[src/rtl/hazard_sched.sv]
// Hazard scheduler for the 5-stage RV32I pipe: stall/bubble/flush/hold and forwarding selects.
// Optional HAZ_PERF_CNT_EN adds saturating stall_cnt/flush_cnt outputs.
module hazard_sched #(
   parameter int unsigned FLUSH_CYCLES = 1
) (
   input  logic        clk,
   input  logic        rst,
   input  logic        id_valid,
   input  logic [31:0] id_ins,
   input  logic        branch_taken,
   input  logic        mem_busy,
   output logic        stall_if,
   output logic        stall_id,
   output logic        bubble_ex,
   output logic        flush_if_id,
   output logic        pipe_hold,
   output logic [1:0]  fwd_a_sel,
   output logic [1:0]  fwd_b_sel
`ifdef HAZ_PERF_CNT_EN
   ,
   output logic [31:0] stall_cnt,
   output logic [31:0] flush_cnt
`endif
);

   localparam logic [6:0] OPC_OP     = 7'b0110011;
   localparam logic [6:0] OPC_OP_IMM = 7'b0010011;
   localparam logic [6:0] OPC_LOAD   = 7'b0000011;
   localparam logic [6:0] OPC_STORE  = 7'b0100011;
   localparam logic [6:0] OPC_BRANCH = 7'b1100011;
   localparam logic [6:0] OPC_LUI    = 7'b0110111;
   localparam logic [6:0] OPC_AUIPC  = 7'b0010111;
   localparam logic [6:0] OPC_JAL    = 7'b1101111;
   localparam logic [6:0] OPC_JALR   = 7'b1100111;

   localparam logic [2:0] CNT_LOAD = 3'(FLUSH_CYCLES - 1);

   typedef enum logic [1:0] {RUN, FLUSH, HOLD} state_t;

   typedef struct packed {
      logic       valid;
      logic [4:0] rd;
      logic       wr;
      logic       is_load;
      logic [4:0] rs1;
      logic [4:0] rs2;
   } stage_t;

   state_t     state, prior, eff;
   logic [2:0] cnt;
   stage_t     ex, mem, wb, id_e;
   logic       uses_rs1, uses_rs2, writes;
   logic       load_use, flushing;

   logic unused_ok;
   assign unused_ok = ^{id_ins[31:25], id_ins[14:12], mem.is_load, mem.rs1, mem.rs2,
                        wb.is_load, wb.rs1, wb.rs2};

   always_comb begin
      writes   = 1'b0;
      uses_rs1 = 1'b0;
      uses_rs2 = 1'b0;
      case (id_ins[6:0])
         OPC_OP:                 begin writes = 1'b1; uses_rs1 = 1'b1; uses_rs2 = 1'b1; end
         OPC_OP_IMM, OPC_LOAD,
         OPC_JALR:               begin writes = 1'b1; uses_rs1 = 1'b1; end
         OPC_LUI, OPC_AUIPC,
         OPC_JAL:                writes = 1'b1;
         OPC_STORE, OPC_BRANCH:  begin uses_rs1 = 1'b1; uses_rs2 = 1'b1; end
         default:                ;
      endcase
      id_e.valid   = id_valid;
      id_e.rd      = id_ins[11:7];
      id_e.wr      = writes && (id_ins[11:7] != 5'd0);
      id_e.is_load = (id_ins[6:0] == OPC_LOAD);
      id_e.rs1     = id_ins[19:15];
      id_e.rs2     = id_ins[24:20];
   end

   // HOLD only remembers that memory was busy; once released we behave as the prior state.
   assign eff = (state == HOLD) ? prior : state;

   always_comb begin
      flushing = branch_taken || (eff == FLUSH);
      load_use = ex.valid && ex.is_load && ex.wr && id_valid &&
                 ((uses_rs1 && (id_e.rs1 == ex.rd)) || (uses_rs2 && (id_e.rs2 == ex.rd)));
      stall_if    = 1'b0;
      stall_id    = 1'b0;
      bubble_ex   = 1'b0;
      flush_if_id = 1'b0;
      pipe_hold   = 1'b0;
      if (rst) begin
         // outputs forced low while reset is asserted
      end else if (mem_busy) begin
         pipe_hold = 1'b1;
         stall_if  = 1'b1;
         stall_id  = 1'b1;
      end else if (flushing) begin
         flush_if_id = 1'b1;
         bubble_ex   = 1'b1;
      end else if (load_use) begin
         stall_if  = 1'b1;
         stall_id  = 1'b1;
         bubble_ex = 1'b1;
      end
   end

   function automatic logic [1:0] fwd_sel(input logic [4:0] rs, input stage_t e,
                                          input stage_t m, input stage_t w);
      if (!e.valid)                       return 2'b00;
      if (m.valid && m.wr && m.rd == rs)  return 2'b10;
      if (w.valid && w.wr && w.rd == rs)  return 2'b01;
      return 2'b00;
   endfunction

   assign fwd_a_sel = rst ? 2'b00 : fwd_sel(ex.rs1, ex, mem, wb);
   assign fwd_b_sel = rst ? 2'b00 : fwd_sel(ex.rs2, ex, mem, wb);

   always_ff @(posedge clk or posedge rst) begin
      if (rst) begin
         state <= RUN;
         prior <= RUN;
         cnt   <= '0;
         ex    <= '0;
         mem   <= '0;
         wb    <= '0;
      end else if (mem_busy) begin
         if (state != HOLD) prior <= state;
         state <= HOLD;
      end else begin
         case (eff)
            RUN: begin
               if (branch_taken && FLUSH_CYCLES > 1) begin
                  state <= FLUSH;
                  cnt   <= CNT_LOAD;
               end else begin
                  state <= RUN;
               end
            end
            FLUSH: begin
               if (branch_taken) begin
                  state <= FLUSH;
                  cnt   <= CNT_LOAD;
               end else if (cnt <= 3'd1) begin
                  state <= RUN;
                  cnt   <= '0;
               end else begin
                  state <= FLUSH;
                  cnt   <= cnt - 3'd1;
               end
            end
            default: state <= RUN;
         endcase
         ex  <= (bubble_ex || !id_valid) ? '0 : id_e;
         mem <= ex;
         wb  <= mem;
      end
   end

`ifdef HAZ_PERF_CNT_EN
   always_ff @(posedge clk or posedge rst) begin
      if (rst) begin
         stall_cnt <= '0;
         flush_cnt <= '0;
      end else begin
         if (stall_if && bubble_ex && !flush_if_id && stall_cnt != '1)
            stall_cnt <= stall_cnt + 32'd1;
         if (flush_if_id && flush_cnt != '1)
            flush_cnt <= flush_cnt + 32'd1;
      end
   end
`endif

endmodule

[config.mk]
export PLATFORM = sky130hd
export DESIGN_NAME = hazard_sched
export DESIGN_NICKNAME = d
export VERILOG_FILES = /design/src/rtl/hazard_sched.sv
export SDC_FILE = /design/constraint.sdc
export NUM_CORES = 1
export LEC_CHECK = 0
export CORE_ASPECT_RATIO = 1.75
export CORE_UTILIZATION = 51
export DETAILED_ROUTE_END_ITERATION = 8
export PLACE_DENSITY = 0.9
export SYNTH_ARGS = -nofsm -noshare
export SYNTH_HDL_FRONTEND = slang
export SYNTH_SLANG_ARGS = --single-unit
export TNS_END_PERCENT = 50
[constraint.sdc]
create_clock -name clk -period 3 [get_ports clk]
set_clock_uncertainty 0.2 [all_clocks]
set_input_delay 0.6 -clock clk [delete_from_list [all_inputs] [get_ports clk]]
set_output_delay 0.6 -clock clk [all_outputs]
set_load 0.02 [all_outputs]
==> parameters.txt <==
Parameter                              Value

Run status
  Outcome ... complete, no violations

Route
  Number of DRC violations after detailed routing ... 0
  Total number of vias ... 1890
  Pre-antenna DRT Iters ... 4
  Number of nets with antenna violations after routing ... 0
  Final wirelength ... 5420 um
  Routed wire per std cell ... 16.7 um
  Number of violations reported at the end of detailed-routing iteration 0 ... 51
  Post-DR vias/cell ... 5.82

Logic synthesis
  Leading register cell type out of synthesis ... dfrtp_1
  Post-Synth XOR/XNOR Area ... 11.8%
  Distinct cell type count after synthesis ... 45
  Synth Warn # ... 0
  Mapped cell area ... 2230 sq um
  Async set-or-reset flop fraction in the synthesized netlist ... 100%
  Post-synthesis mux area share ... 7.08%
  Synth Area in Compound Gates ... 16.5%
  Main combinational cell family by area after synthesis ... compound AO/OA/AOI/OAI gates
  Area fraction in and, or, nand and nor cells after synthesis ... 15.2%
  Number of cells produced by synthesis ... 217
  Post-synthesis register bit count ... 39
  Sequential-to-total area share from yosys stat ... 43.8%
  Adder and majority gate portion of the synthesized area ... 1.12%
  Syn Nets ... 256
  Count of flip-flops with a built-in enable after synthesis ... 0
  Mean instance size in the synthesized netlist ... 10.3 sq um

Timing
  Final Cycle Share ... 96.5%
  Unrepaired setup endpoints after global routing ... false
  Worst hold slack across all endpoints ... 0.312 ns
  Slew at the pin with the worst max-slew slack ... 0.544 ns
  Final Worst Setup Slack ... 0.106 ns
  Final count of negative-setup-slack endpoints ... 0
  Post-layout min period ... 2.89 ns
  Worst slew margin relative to its limit ... 63.2%
  Max Fclk ... 346 MHz
  Slew Limit Fails ... 0
  Hold violation total from the final report ... 0

Clock tree
  CTS sink count ... 39
  Worst-path clk slew ... 0.07 ns
  Number of hold buffers added after CTS ... 0
  Number of buffers created by CTS ... 5
  H-tree depth ... 2
  Latest clock arrival within the worst-skew pair ... 0.30 ns
  Root buffer cell ... clkbuf_8
  TritonCTS clock tree ... built
  Maximum number of buffers from clock root to sink ... 2

Floorplan
  Site row count ... 31
  Number of ports placed on the die boundary ... 46
  Die ar. ... 4650 sq um
  Height of the chip ... 89.4 um
  Die span in x ... 52.0 um
  Placeable core area ... 4150 sq um
  Initial cell density of the core ... 53.7%

Setup path
  Type of the worst setup path ... primary input to primary output
  Type of element capturing the critical path ... primary output
  Maximum fanout count along the critical path ... 3
  Critical Path Start Type ... primary input
  Critical path arrival ... 2.09 ns
  Data required, critical path ... 2.20 ns

Cells and area
  Fraction of final layout cells sized beyond drive strength 1 ... 25.0%
  Final core utilization ... 69.6%
  ANT cells ... 0
  Nets@finish ... 314
  Area Overhead vs Synth ... 29.6%

Min path
  Path type of the worst min-delay path ... flop to flop

GRT
  GRT Residual Overflow ... 0
  Initial antenna violation count ... 0
  GRT Util Overall ... 25.4%
  Wire length of the first global-routing pass ... 8430 um
  Via count of the first global-routing pass ... 1899
  Largest net degree at the start of global routing ... 41

Placement
  Pre-CTS WS ... -0.526 ns
  Global placement routability congestion ... 0.798
  Port buffer count ... 35
  Half-perimeter wire length after detailed placement ... 3810 um

Power
  Pwr per Cell Area ... 495 nW/um^2
  Max VDD drop ... 372 uV
  Overall Power ... 1.43 mW
  Static Leakage ... 1.32 nW

Run
  Max-cap check violation count ... 0
[logic make-up after synthesis]
group,count (synthesis)
mux,14
simple gates,66
compound gates,51
buf+inv,15
fa+ha+maj,2
xor+xnor,30
flops,39
[critical path, stage by stage]
cell and delay, ns:
clkdlybuf4s50_1 0.45, xor2_1 0.18, nor4_2 0.20, nand3_1 0.17
nand2_2 0.12, a41o_1 0.22, buf_4 0.15
[what timing repair did]
action / 4_1_cts / 5_1_grt
setup buffers: 1 / 0
endpoints found under the setup margin: 7 / 6
pin swaps: 4 / 6
gates resized for setup: 20 / 14
[per-stage QoR]
step	std cells	cell area, sq um	TNS (ns)
final	325	2890	0
after global routing	325	2890	0
after CTS	325	2870	0
after detailed placement	316	2760	-2.18
after global placement	316	2760	-1.85
after floorplan	217	2230	0
[registers in the layout (all words and copies together) (netlist names)]
| name | flops |
|---|---|
| ex | 18 |
| cnt | 3 |
| state | 2 |
| prior | 2 |
| mem | 7 |
| wb | 7 |
[area by class of cell]
type / count / area (sq um)
Fill cell: 260 / 1260
Multi-Input combinational cell: 163 / 1170
Sequential cell: 39 / 976
Timing Repair Buffer: 61 / 557
Clock buffer: 7 / 96.3
Tap cell: 49 / 61.3
Inverter: 5 / 22.5
Clock inverter: 1 / 7.51
[where the power goes]
group,internal [mW],switching [mW],total (mW)
clock,0.209,0.190,0.399
sequential,0.595,0.0797,0.675
combinational,0.193,0.161,0.355
[synthesized netlist by cell type (3+ instances only)]
| cell | number | area, sq um |
|---|---|---|
| dfrtp_1 | 39 | 976 |
| nand2_1 | 26 | 97.6 |
| xor2_1 | 16 | 140 |
| mux2_2 | 14 | 158 |
| xnor2_1 | 14 | 123 |
| a22oi_1 | 13 | 97.6 |
| o21ai_0 | 10 | 50.1 |
| nor2_1 | 9 | 33.8 |
| o21ai_1 | 9 | 45.0 |
| nor3_1 | 6 | 30.0 |
| nor4_1 | 6 | 37.5 |
| inv_1 | 5 | 18.8 |
| nand4_1 | 5 | 31.3 |
| a22oi_2 | 4 | 50.1 |
| a21oi_1 | 3 | 15.0 |
| buf_4 | 3 | 22.5 |
[path summary, 6_finish.rpt]
path                                 start        to  slack (ns)  cells past startpoint
worst max register to register      ex[16]     ex[7]        0.95                      7
min in group asynchronous              rst    wb[13]        0.77                      4
worst max-delay path            id_ins[17]  stall_if        0.11                      7
worst min register to register      wb[17]    wb[17]        0.31                      1
max in group asynchronous              rst    ex[13]        1.49                      4
worst min-delay path                wb[17]    wb[17]        0.31                      1
[layer usage]
layer / vias up / global-route usage (%) / wire length, um
li1: 897 / - / -
met1: 926 / 27.3 / 2080
met2: 48 / 44.2 / 2980
met3: 19 / 4.59 / 130
met4: 0 / 17.0 / 223
met5: - / 0 / 0
[layout by cell type (no fill, tap or decap), types with 5 or more instances in the layout]
cell,n
nor2_1,9
xnor2_1,14
clkbuf_8,7
clkdlybuf4s50_1,21
nand2_1,26
dlymetal6s2s_1,7
dfrtp_1,39
buf_4,26
a22oi_1,13
o21ai_1,9
nor3_1,6
xor2_1,15
mux2_2,14
nand4_1,5
nor4_1,5
o21ai_0,10
(Power assumes the default switching activity.)
